### config.mk
export PLATFORM = sky130hd
export DESIGN_NAME = mux_scan_collector_flat
export DESIGN_NICKNAME = d
export VERILOG_FILES = /design/src/rtl/mux_scan_collector_pkg.sv /design/src/rtl/mux_scan_collector_if.sv /design/src/rtl/mux_scan_settle_timer.sv /design/src/rtl/mux_scan_collector.sv /design/src/flat_wrapper.sv
export SDC_FILE = /design/constraint.sdc
export NUM_CORES = 1
export LEC_CHECK = 0
export CORE_ASPECT_RATIO = 0.6
export CORE_MARGIN = 2
export CORE_UTILIZATION = 51
export CTS_BUF_LIST = sky130_fd_sc_hd__clkbuf_4
export DETAILED_ROUTE_END_ITERATION = 7
export HOLD_SLACK_MARGIN = 0.15
export PLACE_DENSITY = 0.8
export SETUP_SLACK_MARGIN = 0.5
export SYNTH_ARGS = -nofsm -noshare
export SYNTH_HDL_FRONTEND = slang
export SYNTH_SLANG_ARGS = --single-unit
### constraint.sdc
create_clock -name clk -period 1.65 [get_ports clk]
set_clock_uncertainty 0.05 [all_clocks]
set_input_delay 0.33 -clock clk [delete_from_list [all_inputs] [get_ports clk]]
set_output_delay 0.33 -clock clk [all_outputs]
set_load 0.02 [all_outputs]
### src/rtl/mux_scan_collector_pkg.sv
// mux_scan_pkg
// Shared types and sizing constants for the 8:1 mux scan collector.
// Contents:
//   scan_state_t - collector FSM states (IDLE, SETTLE, SAMPLE, DONE)
//   NUM_CH       - number of mux channels scanned per request
//   SEL_W        - width of the mux select
//   CNT_W        - width of the settle down-counter
package mux_scan_pkg;

    localparam int NUM_CH = 8;
    localparam int SEL_W  = 3;
    localparam int CNT_W  = 4;

    typedef enum logic [1:0] {
        IDLE   = 2'd0,
        SETTLE = 2'd1,
        SAMPLE = 2'd2,
        DONE   = 2'd3
    } scan_state_t;

endpackage

### src/rtl/mux_scan_collector_if.sv
// mux_scan_collector_if
// Bundles the command, mux-side and result handshake signals of the scan
// collector.
//   start, abort    - scan request / cancel (master -> collector)
//   y               - mux output fed back to the collector
//   s0, s1, s2      - registered mux selects (collector -> mux)
//   busy            - scan in progress
//   data_out        - last completed scan, bit k = mux input k
//   out_valid       - result pending
//   out_ready       - downstream accepts the result
// modport slave is the collector, modport master is its environment.
interface mux_scan_collector_if;

    logic       start;
    logic       abort;
    logic       y;
    logic       s0;
    logic       s1;
    logic       s2;
    logic       busy;
    logic [7:0] data_out;
    logic       out_valid;
    logic       out_ready;

    modport master (
        output start, abort, y, out_ready,
        input  s0, s1, s2, busy, data_out, out_valid
    );

    modport slave (
        input  start, abort, y, out_ready,
        output s0, s1, s2, busy, data_out, out_valid
    );

endinterface

### src/rtl/mux_scan_settle_timer.sv
// mux_scan_settle_timer
// Loadable down-counter that times the settle window of each mux channel.
//   clk, rst  - clock and asynchronous active-high reset
//   load      - load load_val this cycle (has priority over counting)
//   load_val  - settle length in cycles
//   expired   - high on the last settle cycle (count == 1)
// The counter stops at zero so it never wraps while the FSM is elsewhere.
module mux_scan_settle_timer
    import mux_scan_pkg::*;
(
    input  logic             clk,
    input  logic             rst,
    input  logic             load,
    input  logic [CNT_W-1:0] load_val,
    output logic             expired
);

    logic [CNT_W-1:0] count;

    always_ff @(posedge clk or posedge rst) begin
        if (rst) begin
            count <= '0;
        end else if (load) begin
            count <= load_val;
        end else if (count != '0) begin
            count <= count - 1'b1;
        end
    end

    assign expired = (count == CNT_W'(1));

endmodule

### src/rtl/mux_scan_collector.sv
// mux_scan_collector
// Walks the select lines of an external 8:1 mux through channels 0..7,
// waits SETTLE_CYCLES per channel, samples y once per channel and presents
// the assembled byte with a valid/ready handshake.
//   clk, rst - clock and asynchronous active-high reset
//   bus      - mux_scan_collector_if.slave (start/abort, y, selects, busy,
//              data_out/out_valid/out_ready)
// Parameter SETTLE_CYCLES (0..15): settle cycles per channel before sampling.
module mux_scan_collector
    import mux_scan_pkg::*;
#(
    parameter int SETTLE_CYCLES = 1
)
(
    input  logic                 clk,
    input  logic                 rst,
    mux_scan_collector_if.slave  bus
);

    generate
        if (SETTLE_CYCLES < 0 || SETTLE_CYCLES > 15) begin : g_bad_settle
            $error("mux_scan_collector: SETTLE_CYCLES must be in 0..15");
        end
    endgenerate

    localparam logic [CNT_W-1:0] SETTLE_VAL = CNT_W'(SETTLE_CYCLES);
    localparam logic [SEL_W-1:0] LAST_CH    = SEL_W'(NUM_CH - 1);

    // With no settle time a channel goes straight to sampling.
    localparam scan_state_t CH_ENTRY = (SETTLE_CYCLES == 0) ? SAMPLE : SETTLE;

    scan_state_t        state;
    logic [SEL_W-1:0]   sel;
    logic [NUM_CH-1:0]  shadow;
    logic [NUM_CH-1:0]  data_q;
    logic               valid_q;
    logic               busy_q;
    logic               accept;
    logic               advance;
    logic               timer_expired;

    assign accept  = (state == IDLE) && bus.start && !bus.abort;
    assign advance = (state == SAMPLE) && !bus.abort && (sel != LAST_CH);

    mux_scan_settle_timer u_timer (
        .clk      (clk),
        .rst      (rst),
        .load     (accept || advance),
        .load_val (SETTLE_VAL),
        .expired  (timer_expired)
    );

    // Abort outranks the sample on the same edge; the final sample writes
    // data_out directly from y since shadow[7] is not yet visible.
    always_ff @(posedge clk or posedge rst) begin
        if (rst) begin
            state   <= IDLE;
            sel     <= '0;
            shadow  <= '0;
            data_q  <= '0;
            valid_q <= 1'b0;
            busy_q  <= 1'b0;
        end else begin
            case (state)
                IDLE: begin
                    if (accept) begin
                        sel    <= '0;
                        shadow <= '0;
                        busy_q <= 1'b1;
                        state  <= CH_ENTRY;
                    end
                end
                SETTLE: begin
                    if (bus.abort) begin
                        sel    <= '0;
                        shadow <= '0;
                        busy_q <= 1'b0;
                        state  <= IDLE;
                    end else if (timer_expired) begin
                        state <= SAMPLE;
                    end
                end
                SAMPLE: begin
                    if (bus.abort) begin
                        sel    <= '0;
                        shadow <= '0;
                        busy_q <= 1'b0;
                        state  <= IDLE;
                    end else begin
                        shadow[sel] <= bus.y;
                        if (sel == LAST_CH) begin
                            data_q  <= {bus.y, shadow[NUM_CH-2:0]};
                            valid_q <= 1'b1;
                            busy_q  <= 1'b0;
                            state   <= DONE;
                        end else begin
                            sel   <= sel + 1'b1;
                            state <= CH_ENTRY;
                        end
                    end
                end
                DONE: begin
                    if (bus.out_ready) begin
                        valid_q <= 1'b0;
                        sel     <= '0;
                        state   <= IDLE;
                    end
                end
                default: begin
                    state <= IDLE;
                end
            endcase
        end
    end

    assign {bus.s2, bus.s1, bus.s0} = sel;
    assign bus.busy      = busy_q;
    assign bus.data_out  = data_q;
    assign bus.out_valid = valid_q;

endmodule

### src/flat_wrapper.sv
// flat-port wrapper written by rule: the top's interface ports become plain ports
module mux_scan_collector_flat import mux_scan_pkg::*;
#(
    parameter int SETTLE_CYCLES = 1
)
  (clk, rst, bus_start, bus_abort, bus_y, bus_out_ready, bus_s0, bus_s1, bus_s2, bus_busy, bus_data_out, bus_out_valid);
  mux_scan_collector_if bus_i ();
  input  logic clk;
  input  logic rst;
  input wire logic [$bits(bus_i.start)-1:0] bus_start;
  input wire logic [$bits(bus_i.abort)-1:0] bus_abort;
  input wire logic [$bits(bus_i.y)-1:0] bus_y;
  input wire logic [$bits(bus_i.out_ready)-1:0] bus_out_ready;
  output wire logic [$bits(bus_i.s0)-1:0] bus_s0;
  output wire logic [$bits(bus_i.s1)-1:0] bus_s1;
  output wire logic [$bits(bus_i.s2)-1:0] bus_s2;
  output wire logic [$bits(bus_i.busy)-1:0] bus_busy;
  output wire logic [$bits(bus_i.data_out)-1:0] bus_data_out;
  output wire logic [$bits(bus_i.out_valid)-1:0] bus_out_valid;
  assign bus_i.start = bus_start;
  assign bus_i.abort = bus_abort;
  assign bus_i.y = bus_y;
  assign bus_i.out_ready = bus_out_ready;
  assign bus_s0 = bus_i.s0;
  assign bus_s1 = bus_i.s1;
  assign bus_s2 = bus_i.s2;
  assign bus_busy = bus_i.busy;
  assign bus_data_out = bus_i.data_out;
  assign bus_out_valid = bus_i.out_valid;
  mux_scan_collector #(.SETTLE_CYCLES(SETTLE_CYCLES)) u_core (.clk(clk), .rst(rst), .bus(bus_i));
endmodule
==> flow_metrics.env <==
export IMPL_status="complete, but fails checks"
export IMPL_violations="setup timing"
export IMPL_grt_pass1_wl_mm=7.15
export IMPL_p_per_area_nw_per_um2=1260
export IMPL_htree_levels=1
export IMPL_ios=19
export IMPL_leakagePower_nw=1.11
export IMPL_fin_cells=223
export IMPL_yosysWarnings=0
export IMPL_drcViolationCount=0
export IMPL_clock_path_buffers=2
export IMPL_holdBufCountCts=0
export IMPL_cts_tree="yes"
export IMPL_power_frac_comb_pct=61.4
export IMPL_fp_coreArea_um2=2540
export IMPL_seq_area_frac_synth_pct=46.8
export IMPL_area_growth_syn_to_layout_pct=69.1
export IMPL_multi_input_area_um2=987
export IMPL_clk_latency_ns=0.34
export IMPL_cp_required_ns=1.82
export IMPL_drive_gt1_share_pct=58.6
export IMPL_finalHoldViolCount=0
export IMPL_syn_area_um2=1390
export IMPL_avgSynthCellArea_um2=10.9
export IMPL_synth_edff_count=0
export IMPL_final_nets=207
export IMPL_vias=1427
export IMPL_hold_path_class="input port to asynchronous set/reset pin"
export IMPL_startpoint_type="flip-flop"
export IMPL_holdWs_ns=0.329
export IMPL_yosysTopAreaCell="dfrtp_1"
export IMPL_grt_overflow_total=0
export IMPL_min_period_ns=1.88
export IMPL_antenna_cells=0
export IMPL_synth_most_common_cell="dfrtp_1"
export IMPL_tightest_slew_ns=0.430
export IMPL_synth_seq_cells=26
export IMPL_swShare_pct=41.6
export IMPL_start_util_pct=54.7
export IMPL_maxCapViolCount=0
export IMPL_placedCellCount=190
export IMPL_via_per_inst=6.40
export IMPL_netlist_top_cells_count="dfrtp_1, a21oi_1, mux2_2, ha_1, inv_1"
export IMPL_p_switching_mw=1.23
export IMPL_final_area_um2=2350
export IMPL_n_fill_cell=76
export IMPL_drv_slew=0
export IMPL_finalCritPeriodShare_pct=114
export IMPL_synthCells=128
export IMPL_track_usage_pct=31.9
export IMPL_seqCellArea_um2=656
export IMPL_peakVddDrop_uv=1310
export IMPL_synth_area_top_cells="dfrtp_1, ha_1, mux2_2"
export IMPL_setup_viol=19
export IMPL_p_int_mw=1.73
export IMPL_drt_total_wl_mm=5.48
export IMPL_synthArstFlopShare_pct=100
export IMPL_drt_iter0_markers=162
export IMPL_dieArea_um2=3170
export IMPL_cts_buffers=3
export IMPL_drtAntennaViolNets=0
export IMPL_rsz0062_at_grt="true"
export IMPL_synthFlopType="dfrtp_1"
export IMPL_wl_per_cell_um=24.6
export IMPL_die_y_um=44.4
export IMPL_gp_congestion=0.784
export IMPL_worst_ep_arrival_time_ns=2.04
export IMPL_portBuffers=18
export IMPL_max_slew_margin_pct=71.3
export IMPL_fp_row_count=14
export IMPL_cts_clk_slew_worst_paths_ns=0.14
export IMPL_end_kind="flip-flop"
export IMPL_grt_max_degree=27
export IMPL_antenna_found_initial=0
export IMPL_post_route_util_pct=92.6
export IMPL_synth_top_area_share_pct=46.8
export IMPL_p_seq_share_pct=28.9
export IMPL_grt_pass1_vias=1312
export IMPL_dpl_cell_area_um2=1840
export IMPL_layout_setup_ws_ns=-0.227
export IMPL_path_class="flip-flop to flip-flop"
export IMPL_fmax_mhz=533
export IMPL_cts_root_buf="clkbuf_4"
export IMPL_dp_hpwl_mm=2.43
export IMPL_firstDrtPassIters=5
export IMPL_cts_sinks=26
export IMPL_clockPowerShare_pct=9.7
export IMPL_crit_fanout=7
export IMPL_dp_slack_ns=-0.256
export IMPL_synthesis_nets=143
export IMPL_die_w_um=71.4
export IMPL_synth_cell_type_count=31
-- sequential cells by signal, summed over array words and instances, names as in the netlist --
| signal | cells |
|---|---|
| u_core.bus.busy | 1 |
| u_core.u_timer.count | 4 |
| u_core.state | 2 |
| u_core.shadow | 7 |
| u_core.sel | 3 |
| u_core.bus.out_valid | 1 |
| u_core.bus.data_out | 8 |
-- stage by stage --
step,total power [mW],setup TNS (ns)
after global routing,3.04,-1.84
final,2.96,-1.63
after global placement,1.87,-1.99
after detailed placement,1.92,-3.08
after floorplan,1.57,-0.498
after CTS,2.49,0
-- path summary, 6_finish.rpt --
path                       slack (ns)  cells past startpoint                      to        startpoint
min in group clk                 0.51                      1  u_core.bus.data_out[2]  u_core.shadow[2]
hold reg to reg                  0.51                      1  u_core.bus.data_out[2]  u_core.shadow[2]
hold / removal                   0.33                      3        u_core.shadow[0]               rst
setup reg to reg                -0.23                      7        u_core.shadow[2]   u_core.state[0]
setup / recovery                -0.23                      7        u_core.shadow[2]   u_core.state[0]
max in group asynchronous        0.94                      3           u_core.sel[1]               rst
-- critical path: stages, from the launching register on --
cell,delay [ns]
dfrtp_1,0.45
inv_2,0.12
ha_4,0.29
nor2b_4,0.18
a32oi_4,0.08
buf_6,0.16
o21ai_1,0.27
o41ai_4,0.14
-- layout make-up --
class | instances | area share, %
Clock inverter | 1 | 0.160
Tap cell | 32 | 1.70
Inverter | 10 | 1.60
Clock buffer | 3 | 0.958
Timing Repair Buffer | 61 | 25.7
Multi-Input combinational cell | 90 | 42.0
Sequential cell | 26 | 27.9
-- cells by family (layout without fill, tap and decap cells) --
kind of cell	Yosys count	count (layout)	share of synthesized area [%]
XOR/XNOR	1	1	0.630
AO/OA/AOI/OAI	31	31	16.5
multiplexers	13	13	10.3
adder cells (fa/ha/maj)	9	9	8.10
buffers and inverters	12	75	3.33
flip-flops	26	26	46.8
AND/OR/NAND/NOR	36	36	14.4
-- timing repair --
action / CTS / global route
gates cloned: 1 / 0
setup buffers: 17 / 11
gates resized for setup: 98 / 26
pin swaps: 6 / 9
endpoints found under the setup margin: 39 / 39
-- power groups by stage --
stage / Clock, mW / Combinational (mW) / Sequential (mW)
6_report: 0.288 / 1.82 / 0.854
5_1_grt: 0.318 / 1.87 / 0.855
3_5_place_dp: 0 / 1.08 / 0.839
3_3_place_gp: 0 / 1.04 / 0.827
2_1_floorplan: 0 / 0.721 / 0.850
4_1_cts: 0.287 / 1.38 / 0.825
-- metal layers --
layer  GRT usage [%]  routed length [um]  vias to the layer above
li1                -                   -                      577
met1            38.5                2140                      691
met2            53.0                2530                      123
met3            7.74                 568                       36
met4            18.9                 245                        0
met5               0                   0                        -
-- layout by cell type, fill, tap and decap left out, types with 2 or more instances in the layout --
| cell | instances |
|---|---|
| buf_4 | 30 |
| buf_6 | 23 |
| dfrtp_1 | 22 |
| mux2_4 | 10 |
| nor2_1 | 7 |
| inv_1 | 6 |
| ha_4 | 6 |
| nand2b_1 | 5 |
| nand2_1 | 5 |
| a21oi_1 | 5 |
| nor2b_4 | 4 |
| inv_2 | 4 |
| clkdlybuf4s50_1 | 4 |
| dfrtp_2 | 4 |
| or3_1 | 3 |
| a21oi_2 | 3 |
| a21oi_4 | 3 |
| mux2i_1 | 3 |
| ha_1 | 3 |
| clkbuf_4 | 3 |
| o21ai_0 | 2 |
| o21ai_1 | 2 |
| o31a_1 | 2 |
| o41ai_4 | 2 |
| o22ai_1 | 2 |
| nand2b_4 | 2 |
| nor3_1 | 2 |
| o21ai_2 | 2 |
| o31ai_2 | 2 |
| nand3b_1 | 2 |
| buf_12 | 2 |
No activity file was read; power rests on OpenSTA's default activity.
